<file path="src/rtl/poly_lowval_pkg.sv">
// Shared constants for the ALU1 polynomial scanners (valuation and degree finders).
package poly_lowval_pkg;

    localparam int unsigned COEF_W = 16;
    localparam int unsigned N_COEF = 9;
    localparam int unsigned M      = N_COEF * COEF_W;
    localparam int unsigned DEG_W  = 4;

    // Scanner FSM encodings, common to both finders
    localparam logic [0:0] IDLE = 1'b0;
    localparam logic [0:0] SCAN = 1'b1;

endpackage

</file>
<file path="src/rtl/poly_lowval.sv">
// x-adic valuation finder: strips zero low-order coefficients one per cycle and
// reports the shift count together with the normalized quotient T(x)/x^v.
module poly_lowval
    import poly_lowval_pkg::*;
(
    input  logic             clk,
    input  logic             rst_b,
    input  logic             start,
    input  logic [0:M-1]     poly_in,
    output logic [0:M-1]     poly_out,
    output logic [DEG_W-1:0] val_out,
    output logic             zero_poly,
    output logic             busy,
    output logic             val_done
);

    localparam logic [DEG_W-1:0] CNT_LAST = DEG_W'(N_COEF - 1);

    logic [0:0]       state;
    logic [0:0]       state_nxt;
    logic [0:M-1]     shift_reg;
    logic [DEG_W-1:0] cnt;

    logic             low_zero_c;
    logic             load_c;
    logic             shift_c;
    logic             finish_c;

    // Slot-zero test: the x^0 coefficient currently at the head of the shifter
    assign low_zero_c = (shift_reg[0:COEF_W-1] == '0);

    // State register
    always_ff @(posedge clk or negedge rst_b) begin
        if (!rst_b) begin
            state <= IDLE;
        end else begin
            state <= state_nxt;
        end
    end

    // Next-state and step decode
    always_comb begin
        state_nxt = state;
        load_c    = 1'b0;
        shift_c   = 1'b0;
        finish_c  = 1'b0;
        case (state)
            IDLE: begin
                if (start) begin
                    load_c    = 1'b1;
                    state_nxt = SCAN;
                end
            end
            SCAN: begin
                if (low_zero_c && (cnt != CNT_LAST)) begin
                    shift_c = 1'b1;
                end else begin
                    finish_c  = 1'b1;
                    state_nxt = IDLE;
                end
            end
            default: begin
                state_nxt = IDLE;
            end
        endcase
    end

    // Shifter and step counter
    always_ff @(posedge clk or negedge rst_b) begin
        if (!rst_b) begin
            shift_reg <= '0;
            cnt       <= '0;
        end else if (load_c) begin
            shift_reg <= poly_in;
            cnt       <= '0;
        end else if (shift_c) begin
            shift_reg <= {shift_reg[COEF_W:M-1], COEF_W'(0)};
            cnt       <= cnt + DEG_W'(1);
        end
    end

    // Result registers; hold the last result until the next completion
    always_ff @(posedge clk or negedge rst_b) begin
        if (!rst_b) begin
            poly_out  <= '0;
            val_out   <= '0;
            zero_poly <= 1'b0;
            busy      <= 1'b0;
            val_done  <= 1'b0;
        end else begin
            val_done <= 1'b0;
            if (load_c) begin
                busy <= 1'b1;
            end
            if (finish_c) begin
                poly_out  <= shift_reg;
                val_out   <= cnt;
                zero_poly <= low_zero_c;
                val_done  <= 1'b1;
                busy      <= 1'b0;
            end
        end
    end

endmodule

</file>
<file path="config.mk">
export PLATFORM = sky130hd
export DESIGN_NAME = poly_lowval
export DESIGN_NICKNAME = d
export VERILOG_FILES = /design/src/rtl/poly_lowval_pkg.sv /design/src/rtl/poly_lowval.sv
export SDC_FILE = /design/constraint.sdc
export NUM_CORES = 1
export LEC_CHECK = 0
export CAP_MARGIN = 5
export CELL_PAD_IN_SITES_DETAIL_PLACEMENT = 1
export CELL_PAD_IN_SITES_GLOBAL_PLACEMENT = 2
export CORE_ASPECT_RATIO = 0.5
export CORE_MARGIN = 10
export CORE_UTILIZATION = 35
export CTS_CLUSTER_DIAMETER = 50
export DETAILED_ROUTE_END_ITERATION = 8
export PLACE_DENSITY = 0.94
export SKIP_CTS_REPAIR_TIMING = 1
export SYNTH_ARGS = -nofsm -noshare
export SYNTH_HDL_FRONTEND = slang
export SYNTH_SLANG_ARGS = --single-unit
</file>
<file path="constraint.sdc">
create_clock -name clk -period 3.15 [get_ports clk]
set_input_delay 0.63 -clock clk [delete_from_list [all_inputs] [get_ports clk]]
set_output_delay 0.63 -clock clk [all_outputs]
set_load 0.005 [all_outputs]
</file>
* Yosys cells after proc, flatten, opt, wreduce, memory -nomap -nowiden
Index checks and enable logic that the tools add are counted.
** Operators by class
- Bitwise gates (word level) :: 1
- Mux-type cells :: 14
- Reductions and logical operators :: 4
- $add $sub $neg :: 1
- Equal/unequal tests :: 1
** Operator list (number)
- 144-bit two-way mux :: 2
- 16-bit logical NOT :: 1
- 1-bit two-way mux :: 9
- 4-bit two-way mux :: 2
- 4-bit by 1-bit adder with 4-bit output, second input constant :: 1
- 4-bit != test, second input constant :: 1
- 2-bit nonzero test :: 2
- 1-bit one-hot mux with 2 select lines :: 1
- 1-bit logical AND :: 1
- 1-bit NOT :: 1
** Word-level totals
- Bits in registers :: 300
- Output and inout bits :: 151
- Word-level logic and storage cells :: 29

* Logic depth before layout (Yosys ltp)
- Word-level depth :: 6
- Gate-level depth with buffers :: 9
- Mapped depth without buffers :: 7

* Worst setup path before layout
No wires, ideal clock.
- Kind :: register -> register
- Start point :: reg shift_reg[5] (netlist bit)
- End point :: reg poly_out[100] (netlist bit)
- Period minus slack after synthesis :: 1.957 ns
- Path buffers :: 3
- Library setup time :: 0.128 ns
- Path slack :: 1.193 ns
- Data arrival time :: 1.830 ns
- Stages on the path, launching flop included :: 8
- Cells stage by stage :: dfrtp_1 -> nor4_1 -> nand4_1 -> buf_2 -> o21ai_2 -> buf_4 -> buf_4 -> mux2_1
** On the way
- Cells in the longest elaborated chain, start to end :: 4
** Ends and longest elaborated chain
- from (decl) :: RTL line poly_lowval.sv:21 : logic [0:M-1] shift_reg;
- from (signal assigned) :: RTL line poly_lowval.sv:74 : shift_reg <= poly_in;
- from (signal assigned) :: RTL line poly_lowval.sv:77 : shift_reg <= {shift_reg[COEF_W:M-1], COEF_W'(0)};
- 16-bit logical NOT :: RTL line poly_lowval.sv:30 : assign low_zero_c = (shift_reg[0:COEF_W-1] == '0);
- 1-bit logical AND :: RTL line poly_lowval.sv:55 : if (low_zero_c && (cnt != CNT_LAST)) begin
- 1-bit two-way mux :: RTL line poly_lowval.sv:55
- 1-bit two-way mux :: RTL line poly_lowval.sv:47 : case (state)
- to (signal assigned) :: RTL line poly_lowval.sv:96 : poly_out <= shift_reg;
- to (decl) :: RTL line poly_lowval.sv:10 : output logic [0:M-1] poly_out,
Every way passes these cells.
A chain may end at the register's enable or synchronous reset.

* Worst setup path in the final report
- Start point :: reg shift_reg[14] (netlist bit)
- End point :: reg shift_reg[36] (netlist bit)
** On the way
- Cells in the longest elaborated chain, start to end :: 5
** Ends and longest elaborated chain (RTL line)
- 16-bit logical NOT :: poly_lowval.sv:30
- 1-bit logical AND :: poly_lowval.sv:55
- 1-bit two-way mux :: poly_lowval.sv:55
- 1-bit two-way mux :: poly_lowval.sv:47
- 2-bit nonzero test (no source line)
Every way passes these cells.

==> flow_summary_export.csv <==
group,metric,value,unit
synthesis,yosysUniqueCellTypes,33,
job,max_cap_viol_count,0,
setup_path,endpoint_kind,"flop",
setup_path,critPathMaxStageDelay,0.60,ns
setup_path,reg2reg_from,"shift_reg[14]",
grt,antenna_found_initial,5,
setup_path,worstPathCellList,"nor4_1 -> nand4_1 -> buf_4 -> nor2_4 -> buf_12 -> a221o_1",
layout,final_layout_size_suffix_gt1_share,10.1,%
die,die_y,151,um
sta,worstMarginPinSlew,0.687,ns
sta,setup_viol,0,
synthesis,synth-seq-cells,300,
setup_path,reg2reg_slack,0.38,ns
sta,skew,0.0154,ns
clocking,cts_sinks,300,
layout,nFillCells,3314,
die,start_util,36.1,%
grt,grt_pass1_wl,64.9,mm
setup_path,r2r_cells,6,
grt,grt-ovfl-total,0,
synthesis,ys_seq_area_share,62.1,%
setup_path,reg2reg_to,"shift_reg[36]",
detailed_routing,drc,0,
die,coreArea,33500,um2
synthesis,synthTopCellsByArea,"dfrtp_1 62%, a221o_1 9.5%, mux2_1 9.3%",
clocking,cts_root_buf,"clkbuf_16",
run_status,status,"finished, final reports clean",
setup_path,arrival,3.25,ns
synthesis,synth.top_cell.area_share,62.1,%
die,rows,47,
detailed_routing,drtAntennaViolNets,0,
synthesis,syn-cell-area,12100,um2
detailed_routing,viasPerCell,5.50,
sta,grt_setup_unrepaired,"no",
clocking,numCtsBuffers,29,
placement,gp_congestion,0.829,
layout,final_cell_mix,"300 x dfrtp_1, 296 x clkdlybuf4s50_1, 116 x and2_1, 115 x a221o_1, 100 x mux2_1",
clocking,clock_latency,0.55,ns
synthesis,yosys_warnings,0,
sta,whs,0.0417,ns
sta,final.period_utilization,88.1,%
sta,finalHoldViolations,0,
clocking,clk_pin_slew,0.07,ns
detailed_routing,firstDrtPassIters,5,
layout,layout.nets,1310,
power,p_total,11000,uW
power,vdd_drop_max,0.375,mV
grt,grt_pass1_vias,10100,
clocking,clock_path_buffers,3,
synthesis,synthCells,883,
power,powerDensity,667,nW/um2
sta,tns,0,ns
power,leakage,0.00707,uW
die,ios,298,
grt,grt_max_degree,115,
die,dieArea,42800,um2
clocking,cts_tree,"yes",
layout,multi_input_area,4250,um2
detailed_routing,via_count,8949,
placement,dpl.hpwl,30.3,mm
placement,numPortBuffers,297,
layout,final_common_cell,"dfrtp_1",
setup_path,worst_setup_path_start_kind,"flop",
synthesis,synth_area_leader_cell,"dfrtp_1",
worst_hold_path,hold_class,"primary input to asynchronous set/reset pin",
clocking,htreeDepth,1,
grt,grt_use_total,19.8,%
layout,seq_area,7510,um2
detailed_routing,drtIter0Drc,701,
setup_path,crit_required,3.62,ns
detailed_routing,wl,43.7,mm
detailed_routing,wire_per_inst,26.8,um
setup_path,crit_path_top_delay_cell,"nor4_1",
layout,area_delta_synth_final,37.0,%
die,die_x,283,um
sta,period_needed,2.77,ns
synthesis,synth_nets,1032,
setup_path,crit_type,"flop to flop",
sta,max_freq,0.360,GHz
synthesis,syn_avg_cell_area,13.7,um2
setup_path,crit_path_max_fanout,114,
sta,slew_violations,0,
sta,relSlewSlack,54.2,%
-- stage by stage --
step / cell area (um2) / utilization, % / instances / setup slack, ns
5_1_grt: 16600 / 49.4 / 1628 / 0.329
3_5_place_dp: 15500 / 46.3 / 1571 / 0.547
6_report: 16600 / 49.4 / 1628 / 0.375
2_1_floorplan: 12100 / - / 883 / 1.19
4_1_cts: 16500 / 49.4 / 1624 / 0.546
3_3_place_gp: 15500 / 46.3 / 1571 / 0.594
-- logic make-up (layout without fill, tap and decap cells) --
family / after synthesis / count (layout) / synth area share (%)
compound gates: 172 / 172 / 12.3
simple gates: 187 / 187 / 8.71
buf+inv: 75 / 375 / 2.96
other cells: 0 / 4 / 0
flops: 300 / 300 / 62.1
mux: 147 / 147 / 13.7
fa+ha+maj: 2 / 2 / 0.207
-- cells in the mapped netlist --
cell type / number
dfrtp_1: 300
and2_1: 116
a221o_1: 115
mux2_1: 100
mux2_2: 47
clkbuf_1: 37
nand2_1: 34
o21ai_0: 29
buf_2: 19
nor2_1: 14
buf_4: 12
nand4_1: 10
a31oi_1: 9
a21oi_1: 6
inv_1: 5
a41oi_1: 4
nor4_1: 4
nand3_1: 3
o31ai_1: 3
ha_1: 2
or4_1: 2
a21o_1: 1
a21oi_2: 1
and4_1: 1
buf_6: 1
inv_2: 1
nand2b_1: 1
nand3b_1: 1
nor2b_1: 1
o21a_1: 1
o21ai_1: 1
o21ai_2: 1
o22a_1: 1
-- power breakdown --
group | internal, uW | switching (uW)
logic | 1360 | 860
clock network | 2190 | 1540
registers | 4520 | 562
-- layout make-up --
cell class | count | area share [%]
multi-input cells | 508 | 25.7
well taps | 441 | 3.33
flip-flops and latches | 300 | 45.3
repair buffers | 316 | 19.3
diodes | 4 | 0.0605
clock inverters | 12 | 1.08
clock buffers | 41 | 5.08
inverters | 6 | 0.136
-- worst max-delay path, delay by kind of cell (launching register included) --
family,cells,cell delay [ns]
buffers and inverters,2,0.76
DFF,1,0.41
and+or+nand+nor,3,1.14
AOI/OAI and AO/OA,1,0.28
-- metal layers --
metal	share of wire [%]	GRT usage, %	up-vias
met5	0.039	0	-
met4	4.7	9.24	2
met3	3.2	2.60	96
met2	56	38.2	216
met1	36	21.2	4825
li1	-	-	3810
-- worst max-delay path by stage --
stage / from / to / slack (ns) / depth (start not counted)
after global routing: shift_reg[2] / shift_reg[36] / 0.33 / 6
final: shift_reg[14] / shift_reg[36] / 0.38 / 6
after detailed placement: shift_reg[14] / poly_out[132] / 0.55 / 5
after CTS: shift_reg[14] / poly_out[51] / 0.55 / 5
after floorplan: shift_reg[5] / poly_out[100] / 1.19 / 7
after global placement: shift_reg[5] / poly_out[132] / 0.59 / 5
(Power assumes the default switching activity.)
